### src/rtl/hist_seq_pkg.sv
// hist_seq_pkg: shared state encoding, sizes and reset thresholds for the histogram frame sequencer.
package hist_seq_pkg;
  localparam int NUM_BINS = 256;
  localparam int BIN_W_DEF = 20;
  localparam int ADDR_W_DEF = 8;
  localparam logic [7:0] THR25_RST = 8'd64;
  localparam logic [7:0] THR50_RST = 8'd128;
  localparam logic [7:0] THR75_RST = 8'd192;
  typedef enum logic [2:0] {INIT, IDLE, ACCUM, CUMSUM, CLEAR} state_t;
endpackage

### src/rtl/hist_quartile_finder.sv
// hist_quartile_finder: quartile targets and first-hit capture of the lowest bin whose cumulative sum reaches each target.
module hist_quartile_finder
  import hist_seq_pkg::*;
#(
  parameter int BIN_W = BIN_W_DEF,
  parameter int ADDR_W = ADDR_W_DEF
) (
  input  logic              clk,
  input  logic              rst_n,
  input  logic              clr,
  input  logic              hit_en,
  input  logic [ADDR_W-1:0] bin,
  input  logic [BIN_W-1:0]  cum,
  input  logic [BIN_W-1:0]  count,
  output logic [ADDR_W-1:0] t25,
  output logic [ADDR_W-1:0] t50,
  output logic [ADDR_W-1:0] t75
);
  logic [BIN_W-1:0] tgt [3];
  logic [ADDR_W-1:0] thr_nx [3];
  assign tgt[0] = count >> 2;
  assign tgt[1] = count >> 1;
  assign tgt[2] = tgt[0] + tgt[1];
  // thr_nx already includes the current bin so the final bin counts in the exit cycle
  for (genvar i = 0; i < 3; i++) begin : g_q
    logic found, hit;
    logic [ADDR_W-1:0] thr;
    assign hit = hit_en && !found && cum >= tgt[i];
    assign thr_nx[i] = hit ? bin : thr;
    always_ff @(posedge clk or negedge rst_n) begin
      if (!rst_n) begin
        found <= 1'b0;
        thr <= '0;
      end else begin
        found <= !clr && (found || hit);
        thr <= clr ? '0 : thr_nx[i];
      end
    end
  end
  assign t25 = thr_nx[0];
  assign t50 = thr_nx[1];
  assign t75 = thr_nx[2];
endmodule

### src/rtl/hist_frame_sequencer.sv
// hist_frame_sequencer: sequences bin RAM clear, accumulate and cumulative-sum passes per frame and derives quartile thresholds.
// Define HIST_SEQ_MAX_TRACK_EN to scale the display by the largest bin instead of the pixel count.
module hist_frame_sequencer
  import hist_seq_pkg::*;
#(
  parameter int BIN_W = BIN_W_DEF,
  parameter int ADDR_W = ADDR_W_DEF
) (
  input  logic              iClk,
  input  logic              iRst_n,
  input  logic              iFval,
  input  logic              iGrayValid,
  input  logic [ADDR_W-1:0] iDispAddr,
  input  logic [BIN_W-1:0]  iRamRdData,
  output logic [ADDR_W-1:0] oRamRdAddr,
  output logic              oRamWrEn,
  output logic [ADDR_W-1:0] oRamWrAddr,
  output logic [BIN_W-1:0]  oRamWrData,
  output logic              oCumWrEn,
  output logic [ADDR_W-1:0] oCumWrAddr,
  output logic [BIN_W-1:0]  oCumWrData,
  output logic              oAccumEn,
  output logic              oDispGrant,
  output logic [7:0]        oThresh25,
  output logic [7:0]        oThresh50,
  output logic [7:0]        oThresh75,
  output logic [BIN_W-1:0]  oMaxValue,
  output logic              oDone,
  output logic              oOverrun
);
  localparam logic [ADDR_W:0] CUM_LAST = (ADDR_W+1)'(1 << ADDR_W);
  state_t state, state_nx;
  logic fval_q, rise, fall, grant, sweep, sweep_last, rd_valid, cum_exit;
  logic [ADDR_W:0] cnt;
  logic [ADDR_W-1:0] bin, q25, q50, q75;
  logic [BIN_W-1:0] count, cum, cum_nx, max_nx;
  assign rise = iFval & ~fval_q;
  assign fall = ~iFval & fval_q;
  assign grant = state == IDLE || state == ACCUM;
  assign sweep = state == INIT || state == CLEAR;
  assign sweep_last = sweep && &cnt[ADDR_W-1:0];
  // read data lags the address by one cycle, so bin k arrives while cnt is k+1
  assign rd_valid = state == CUMSUM && cnt != '0;
  assign cum_exit = state == CUMSUM && cnt == CUM_LAST;
  assign bin = cnt[ADDR_W-1:0] - 1'b1;
  assign cum_nx = cum + iRamRdData;
  assign oAccumEn = state == ACCUM;
  assign oDispGrant = grant;
  assign oRamRdAddr = grant ? iDispAddr : cnt[ADDR_W-1:0];
  assign oRamWrData = '0;
  assign oCumWrData = cum;
  always_ff @(posedge iClk or negedge iRst_n) begin
    if (!iRst_n) state <= INIT;
    else state <= state_nx;
  end
  always_comb begin
    state_nx = state;
    unique case (state)
      INIT, CLEAR: if (sweep_last) state_nx = IDLE;
      IDLE:        if (rise) state_nx = ACCUM;
      ACCUM:       if (fall) state_nx = CUMSUM;
      CUMSUM:      if (cum_exit) state_nx = CLEAR;
      default:     state_nx = INIT;
    endcase
  end
  hist_quartile_finder #(.BIN_W(BIN_W), .ADDR_W(ADDR_W)) u_quartile (
    .clk(iClk),
    .rst_n(iRst_n),
    .clr(state != CUMSUM),
    .hit_en(rd_valid),
    .bin(bin),
    .cum(cum_nx),
    .count(count),
    .t25(q25),
    .t50(q50),
    .t75(q75)
  );
`ifdef HIST_SEQ_MAX_TRACK_EN
  logic [BIN_W-1:0] bin_max;
  assign max_nx = (rd_valid && iRamRdData > bin_max) ? iRamRdData : bin_max;
  always_ff @(posedge iClk or negedge iRst_n) begin
    if (!iRst_n) bin_max <= '0;
    else bin_max <= state == CUMSUM ? max_nx : '0;
  end
`else
  assign max_nx = count;
`endif
  always_ff @(posedge iClk or negedge iRst_n) begin
    if (!iRst_n) begin
      fval_q <= 1'b0;
      cnt <= '0;
      count <= '0;
      cum <= '0;
      oCumWrEn <= 1'b0;
      oCumWrAddr <= '0;
      oRamWrEn <= 1'b0;
      oRamWrAddr <= '0;
      oDone <= 1'b0;
      oOverrun <= 1'b0;
      oThresh25 <= THR25_RST;
      oThresh50 <= THR50_RST;
      oThresh75 <= THR75_RST;
      oMaxValue <= BIN_W'(1);
    end else begin
      fval_q <= iFval;
      cnt <= (state_nx != state || grant) ? '0 : cnt + 1'b1;
      if (state == IDLE && rise) count <= '0;
      else if (state == ACCUM && iGrayValid && !(&count)) count <= count + 1'b1;
      cum <= state != CUMSUM ? '0 : rd_valid ? cum_nx : cum;
      oCumWrEn <= rd_valid;
      oCumWrAddr <= bin;
      oRamWrEn <= sweep;
      oRamWrAddr <= cnt[ADDR_W-1:0];
      oDone <= state == CLEAR && sweep_last;
      oOverrun <= rise && !grant;
      if (cum_exit) begin
        oThresh25 <= 8'(q25);
        oThresh50 <= 8'(q50);
        oThresh75 <= 8'(q75);
        oMaxValue <= max_nx == '0 ? BIN_W'(1) : max_nx;
      end
    end
  end
endmodule
### config.mk
export PLATFORM = sky130hd
export DESIGN_NAME = hist_frame_sequencer
export DESIGN_NICKNAME = d
export VERILOG_FILES = /design/src/rtl/hist_seq_pkg.sv /design/src/rtl/hist_quartile_finder.sv /design/src/rtl/hist_frame_sequencer.sv
export SDC_FILE = /design/constraint.sdc
export NUM_CORES = 1
export LEC_CHECK = 0
export BUFFER_PORTS_ARGS = -buffer_cell sky130_fd_sc_hd__buf_4
export CORE_UTILIZATION = 40
export DETAILED_ROUTE_END_ITERATION = 7
export GPL_TIMING_DRIVEN = 0
export PLACE_DENSITY_LB_ADDON = 0.1
export SKIP_CTS_REPAIR_TIMING = 1
export SYNTH_ARGS = -nofsm -noshare
export SYNTH_HDL_FRONTEND = slang
export SYNTH_SLANG_ARGS = --single-unit
### constraint.sdc
create_clock -name iClk -period 4.3 [get_ports iClk]
set_input_delay 0.43 -clock iClk [delete_from_list [all_inputs] [get_ports iClk]]
set_output_delay 0.43 -clock iClk [all_outputs]
set_load 0.02 [all_outputs]
Word level (Yosys, flattened, before mapping)

Cells that the tools add are included.

Add/subtract/negate cells: 5
Order comparisons: 3
Equality and inequality tests: 7
Mux-type cells: 18
Bitwise operators: 4
Reductions and logical operators: 37

Operator list:

| cell                                              | number |
|---|---|
| 2-to-1 mux 20 bit                                 | 5 |
| 2-to-1 mux 8 bit                                  | 7 |
| adder 18 x 19 -> 20 bit                           | 1 |
| adder 20 x 1 -> 20 bit (second input constant)    | 1 |
| adder 20 bit                                      | 1 |
| greater-or-equal comparator 20 x 18 -> 1 bit      | 1 |
| greater-or-equal comparator 20 x 19 -> 1 bit      | 1 |
| greater-or-equal comparator 20 bit                | 1 |
| zero test 20 bit                                  | 1 |
| AND reduction 20 bit                              | 1 |
| logical AND 1 bit                                 | 17 |
| 2-to-1 mux 3 bit                                  | 4 |
| case mux 3 bit (4 select lines)                   | 1 |
| adder 9 x 1 -> 9 bit (second input constant)      | 1 |
| == test 9 bit (second input constant)             | 1 |
| 2-to-1 mux 9 bit                                  | 1 |
| nonzero test 9 bit                                | 1 |
| AND reduction 8 bit                               | 1 |
| subtractor 8 x 1 -> 8 bit (second input constant) | 1 |
| == test 3 x 2 -> 1 bit (second input constant)    | 2 |
| zero test 1 bit                                   | 6 |
| logical OR 1 bit                                  | 6 |
| nonzero test 2 bit                                | 2 |
| == test 3 x 1 -> 1 bit (second input constant)    | 1 |
| 7 further kinds                                   | 9 |

Register bits after elaboration: 144
Input port bits: 32
Output and inout port bits: 114
Logic and storage cells: 95

Longest topological paths before layout

Word-level depth: 8
Gate-level depth with buffers: 22
Gate-level depth less buffers: 21

By module

Synthesis repeated with hierarchy kept, for this count alone.

Cells, all modules: 1,009
Area total of the unflattened synthesis: 9,974.6 µm²

By module, submodules not included:

| module               | instances | cells an instance | area each (µm²) | sequential area each (µm²) |
|---|---|---|---|---|
| hist_frame_sequencer | 1         | 593               | 6,223.5         | 2,934.1 |
| hist_quartile_finder | 1         | 416               | 3,751.1         | 675.6 |

Worst setup path before layout

OpenSTA, ideal clock, no wires.

Kind: register to register
Start: reg cum[0], in the netlist oCumWrData[0]
End: reg oThresh75[0]
Arrival: 4.345 ns
Required time: 4.169 ns
Slack: -0.177 ns
Stages on the path, launching flop included: 21
Path buffers: 1
Cells stage by stage: dfrtp_1 -> ha_1 -> fa_1 -> a211oi_2 -> nor4_2 -> nor2_1 -> a21boi_1 -> a31o_2 -> a2111oi_0 -> nor3_1 -> xor2_1 -> ha_1 -> o21ai_0 -> nand2b_1 -> and3_1 -> a21o_1 -> and3_1 -> nor3_4 -> buf_6 -> mux2i_1 -> a21oi_1

Word-level cells in the longest chain between the ends: 4

RTL lines:

| item                               | RTL line                    | RTL |
|---|---|---|
| start: declaration                 | hist_frame_sequencer.sv:36  | `logic [BIN_W-1:0] count, cum, cum_nx, max_nx;` |
| start signal: assignment           | hist_frame_sequencer.sv:109 | `cum <= state != CUMSUM ? '0 : rd_valid ? cum_nx : cum;` |
| adder 20 bit                       | hist_frame_sequencer.sv:46  | `assign cum_nx = cum + iRamRdData;` |
| greater-or-equal comparator 20 bit | hist_quartile_finder.sv:28  | `assign hit = hit_en && !found && cum >= tgt[i];` |
| logical AND 1 bit                  | hist_quartile_finder.sv:28  |  |
| 2-to-1 mux 8 bit                   | hist_quartile_finder.sv:29  | `assign thr_nx[i] = hit ? bin : thr;` |
| end signal: assignment             | hist_frame_sequencer.sv:119 | `oThresh75 <= 8'(q75);` |
| end: declaration                   | hist_frame_sequencer.sv:26  | `output logic [7:0] oThresh75,` |

No other way between the ends.
A chain may end at the register's enable or synchronous reset.

Final worst setup path

Start: reg cum[0], in the netlist oCumWrData[0]
End: reg oThresh50[4]

Word-level cells in the longest chain between the ends: 4

RTL lines:

| item                                         | RTL line                    | RTL |
|---|---|---|
| adder 20 bit                                 | hist_frame_sequencer.sv:46  |  |
| greater-or-equal comparator 20 x 19 -> 1 bit | hist_quartile_finder.sv:28  |  |
| logical AND 1 bit                            | hist_quartile_finder.sv:28  |  |
| 2-to-1 mux 8 bit                             | hist_quartile_finder.sv:29  |  |
| end signal: assignment                       | hist_frame_sequencer.sv:118 | `oThresh50 <= 8'(q50);` |
| end: declaration                             | hist_frame_sequencer.sv:25  | `output logic [7:0] oThresh50,` |

No other way between the ends.

==> run_results.csv <==
group,metric,value,unit
cells_and_area,antenna_cells,0,
cells_and_area,ff_latch_area,3620,sq um
synthesis,synth_enable_flop_cells,0,
setup_path,r2r-start,"oCumWrData[0]$_DFFE_PN0P_",
global_route,overflow,0,
worst_hold_path,whs_endpoint,"fval_q$_DFF_PN0_",
global_route,grt_pass1_wl,36300,um
routing,first_pass_iters,6,
sta,maxSlewViolCount,0,
synthesis,synth.most_common_cell,"dfrtp_1",
setup_path,r2r-end,"oThresh50[4]$_DFFE_PN0P_",
cells_and_area,fin_util,0.525,
sta,relSlewSlack,0.485,
clock_network,cts.path.max_buffers,2,
synthesis,synth_area,9180,sq um
synthesis,seq_area_frac_synth,0.393,
place,io_buffers,125,
floorplan,start_util,0.407,
clock_network,clockRootBuffer,"clkbuf_16",
floorplan,fp.dieH,154,um
synthesis,synth_cells,961,
outcome,violations,"setup timing",
run,drv_cap,0,
floorplan,core_area,22600,sq um
cells_and_area,fillers,2129,
sta,period_share,1.05,
sta,rsz0062_at_grt,"true",
cells_and_area,nets,1287,
place,dp_hpwl,17400,um
setup_path,crit_required,4.59,ns
synthesis,synthTopCellsByCount,"139 x dfrtp_1, 107 x ha_1, 100 x nand2_1",
cells_and_area,multi_input_area,5670,sq um
setup_path,r2r_slack,-0.22,ns
clock_network,clk_latency,0.43,ns
setup_path,startpoint_type,"flop",
place,dp_cells,1391,
floorplan,dieArea,23600,sq um
routing,drt-initial-drc-count,293,
routing,routed_via_density,5.15,
floorplan,ios,146,
sta,min_period,4.52,ns
global_route,grt_pass1_vias,6948,
outcome,status,"finished, violations left",
synthesis,netlist.area_leader.share,0.379,
power,powerDensity,565,nW/um^2
sta,setup-tns-final,-4.80,ns
cells_and_area,stdcell_area,11900,sq um
synthesis,ys_ff_latch,144,
setup_path,arrival,4.81,ns
routing,antenna_left,0,
global_route,grt_usage,0.194,
cells_and_area,syn_to_final_growth,29.1,%
synthesis,yosys_warnings,0,
synthesis,synth_top_flop_cell,"dfrtp_1",
sta,finalHoldViolCount,0,
clock_network,cts_buffers,17,
setup_path,worst-path-max-fanout,5,
routing,drc,0,
sta,setup_violations,32,
clock_network,cts-htree-levels,4,
setup_path,critPathCaptureType,"flop",
sta,clock.fmax,0.221,GHz
worst_hold_path,holdPathStages,1,
power,power.total,6.70,mW
cells_and_area,drive_above_1_share,0.274,
sta,tightestPinTransition,0.770,ns
clock_network,numClockSinks,144,
synthesis,ys_async_sr_fraction,1.00,
clock_network,clkSlewWorstSetupHoldPaths,0.06,ns
setup_path,rr_worst_depth,19,
sta,clock_skew,0.00603,ns
power,ir_drop,0.353,mV
clock_network,cts_tree,"done",
routing,wl_per_cell,16.0,um
sta,fin_ws,-0.218,ns
floorplan,num_rows,55,
power,leakage,5.71,nW
routing,totalWireLength,23100,um
global_route,grt_max_degree,93,
worst_hold_path,hp-start,"iFval",
worst_hold_path,hp-class,"primary input to flop",
synthesis,synth_area_leaders,"dfrtp_1 38%, ha_1 15%, nand2_1 4.1%, xnor2_1 3.8%, nor2_1 3.8%",
routing,dr_total_vias,7433,
sta,whs,0.139,ns
synthesis,synth_area_leader_cell,"dfrtp_1",
place,place.gp.congestion,0.826,
place,placed_cell_area,10600,sq um
cells_and_area,fin_cells,1444,
synthesis,syn_area_per_cell,9.56,sq um
synthesis,ys_types,72,
floorplan,die_w,154,um
global_route,antenna_found_initial,0,
place,dp_slack,-0.636,ns
setup_path,worstSetupPathType,"flop to flop",
## area by class of cell
cell class | instances | share of cell area
plain buffers | 51 | 0.0259
clock buffers | 18 | 0.0362
clock inverters | 14 | 0.0152
inverters | 40 | 0.0129
multi-input cells | 745 | 0.478
flip-flops and latches | 144 | 0.305
well taps | 285 | 0.0301
repair buffers | 147 | 0.0965
## critical path, stage by stage, from the launching register on
cell and delay [ns]:
dfrtp_2 0.44, ha_4 0.18, fa_2 0.38, a211oi_4 0.28, nor4_4 0.07, nor2_2 0.16
a21boi_2 0.08, a31o_2 0.27, a2111oi_4 0.30, nor3_2 0.10, xor2_2 0.19, ha_1 0.32
nand4_1 0.09, or3_4 0.41, a21oi_4 0.15, o31ai_2 0.09, a311oi_2 0.31, buf_6 0.23
mux2i_4 0.25, o21ai_1 0.08
## registers in the layout, indices dropped and copies added, names as in the netlist, 3 cells and up
name	cells
oThresh50	8
oRamWrAddr	8
oThresh25	8
oCumWrAddr	8
count	20
oThresh75	8
u_quartile.g_q.found	3
state	3
u_quartile.g_q.thr	24
oCumWrData	20
cnt	9
oMaxValue	20
## routing by layer
layer | routed length (um) | up-vias | global-route usage
met5 | 0 | - | 0
met4 | 335 | 0 | 0.0471
met3 | 798 | 27 | 0.0335
met2 | 11400 | 132 | 0.337
met1 | 10500 | 3558 | 0.250
li1 | - | 3716 | -
## power by group
part           leakage, nW  switching, mW  total, mW  internal (mW)
clock network        0.297          0.633       1.56          0.924
registers             1.84          0.175       1.72           1.55
logic                 3.57           1.99       3.42           1.43
total                 5.71           2.80       6.70           3.90
## kinds of logic after synthesis
group | after synthesis | synth area share
compound gates | 200 | 0.147
xor+xnor | 62 | 0.0591
fa+ha+maj | 109 | 0.150
buf+inv | 91 | 0.0493
flops | 144 | 0.393
mux | 26 | 0.0300
other cells | 1 | 0.000408
simple gates | 328 | 0.171
## placed cells by master (no fill, tap or decap), types with 6 or more instances in the layout
cell / n
ha_1: 102
conb_1: 20
nand2_1: 100
nand2b_1: 11
mux2_2: 7
o21bai_1: 7
xnor2_1: 35
a22o_1: 18
nor2_1: 91
buf_4: 160
xor2_1: 21
o21ai_0: 28
and3_1: 10
nand4_1: 10
a21o_1: 16
dfrtp_1: 134
nor3_1: 20
o21ai_1: 9
nand3_1: 38
mux2i_1: 6
a21oi_1: 48
clkbuf_16: 17
clkbuf_1: 24
buf_6: 10
a21oi_2: 12
mux2i_4: 6
o21ai_2: 8
inv_1: 37
## worst max path at each step
stage,cells after the start,end,slack (ns),start
final,19,oThresh50[4]$_DFFE_PN0P_,-0.22,oCumWrData[0]$_DFFE_PN0P_
after global routing,19,oThresh50[2]$_DFFE_PN0P_,-0.42,oCumWrData[0]$_DFFE_PN0P_
after CTS,19,oThresh50[4]$_DFFE_PN0P_,-0.57,oCumWrData[0]$_DFFE_PN0P_
after detailed placement,20,oThresh50[4]$_DFFE_PN0P_,-0.64,iRamRdData[0]
after global placement,20,oThresh50[4]$_DFFE_PN0P_,-0.64,iRamRdData[0]
after floorplan,20,oThresh75[0]$_DFFE_PN0P_,0.01,oCumWrData[0]$_DFFE_PN0P_
No activity file was read; power rests on OpenSTA's default activity.
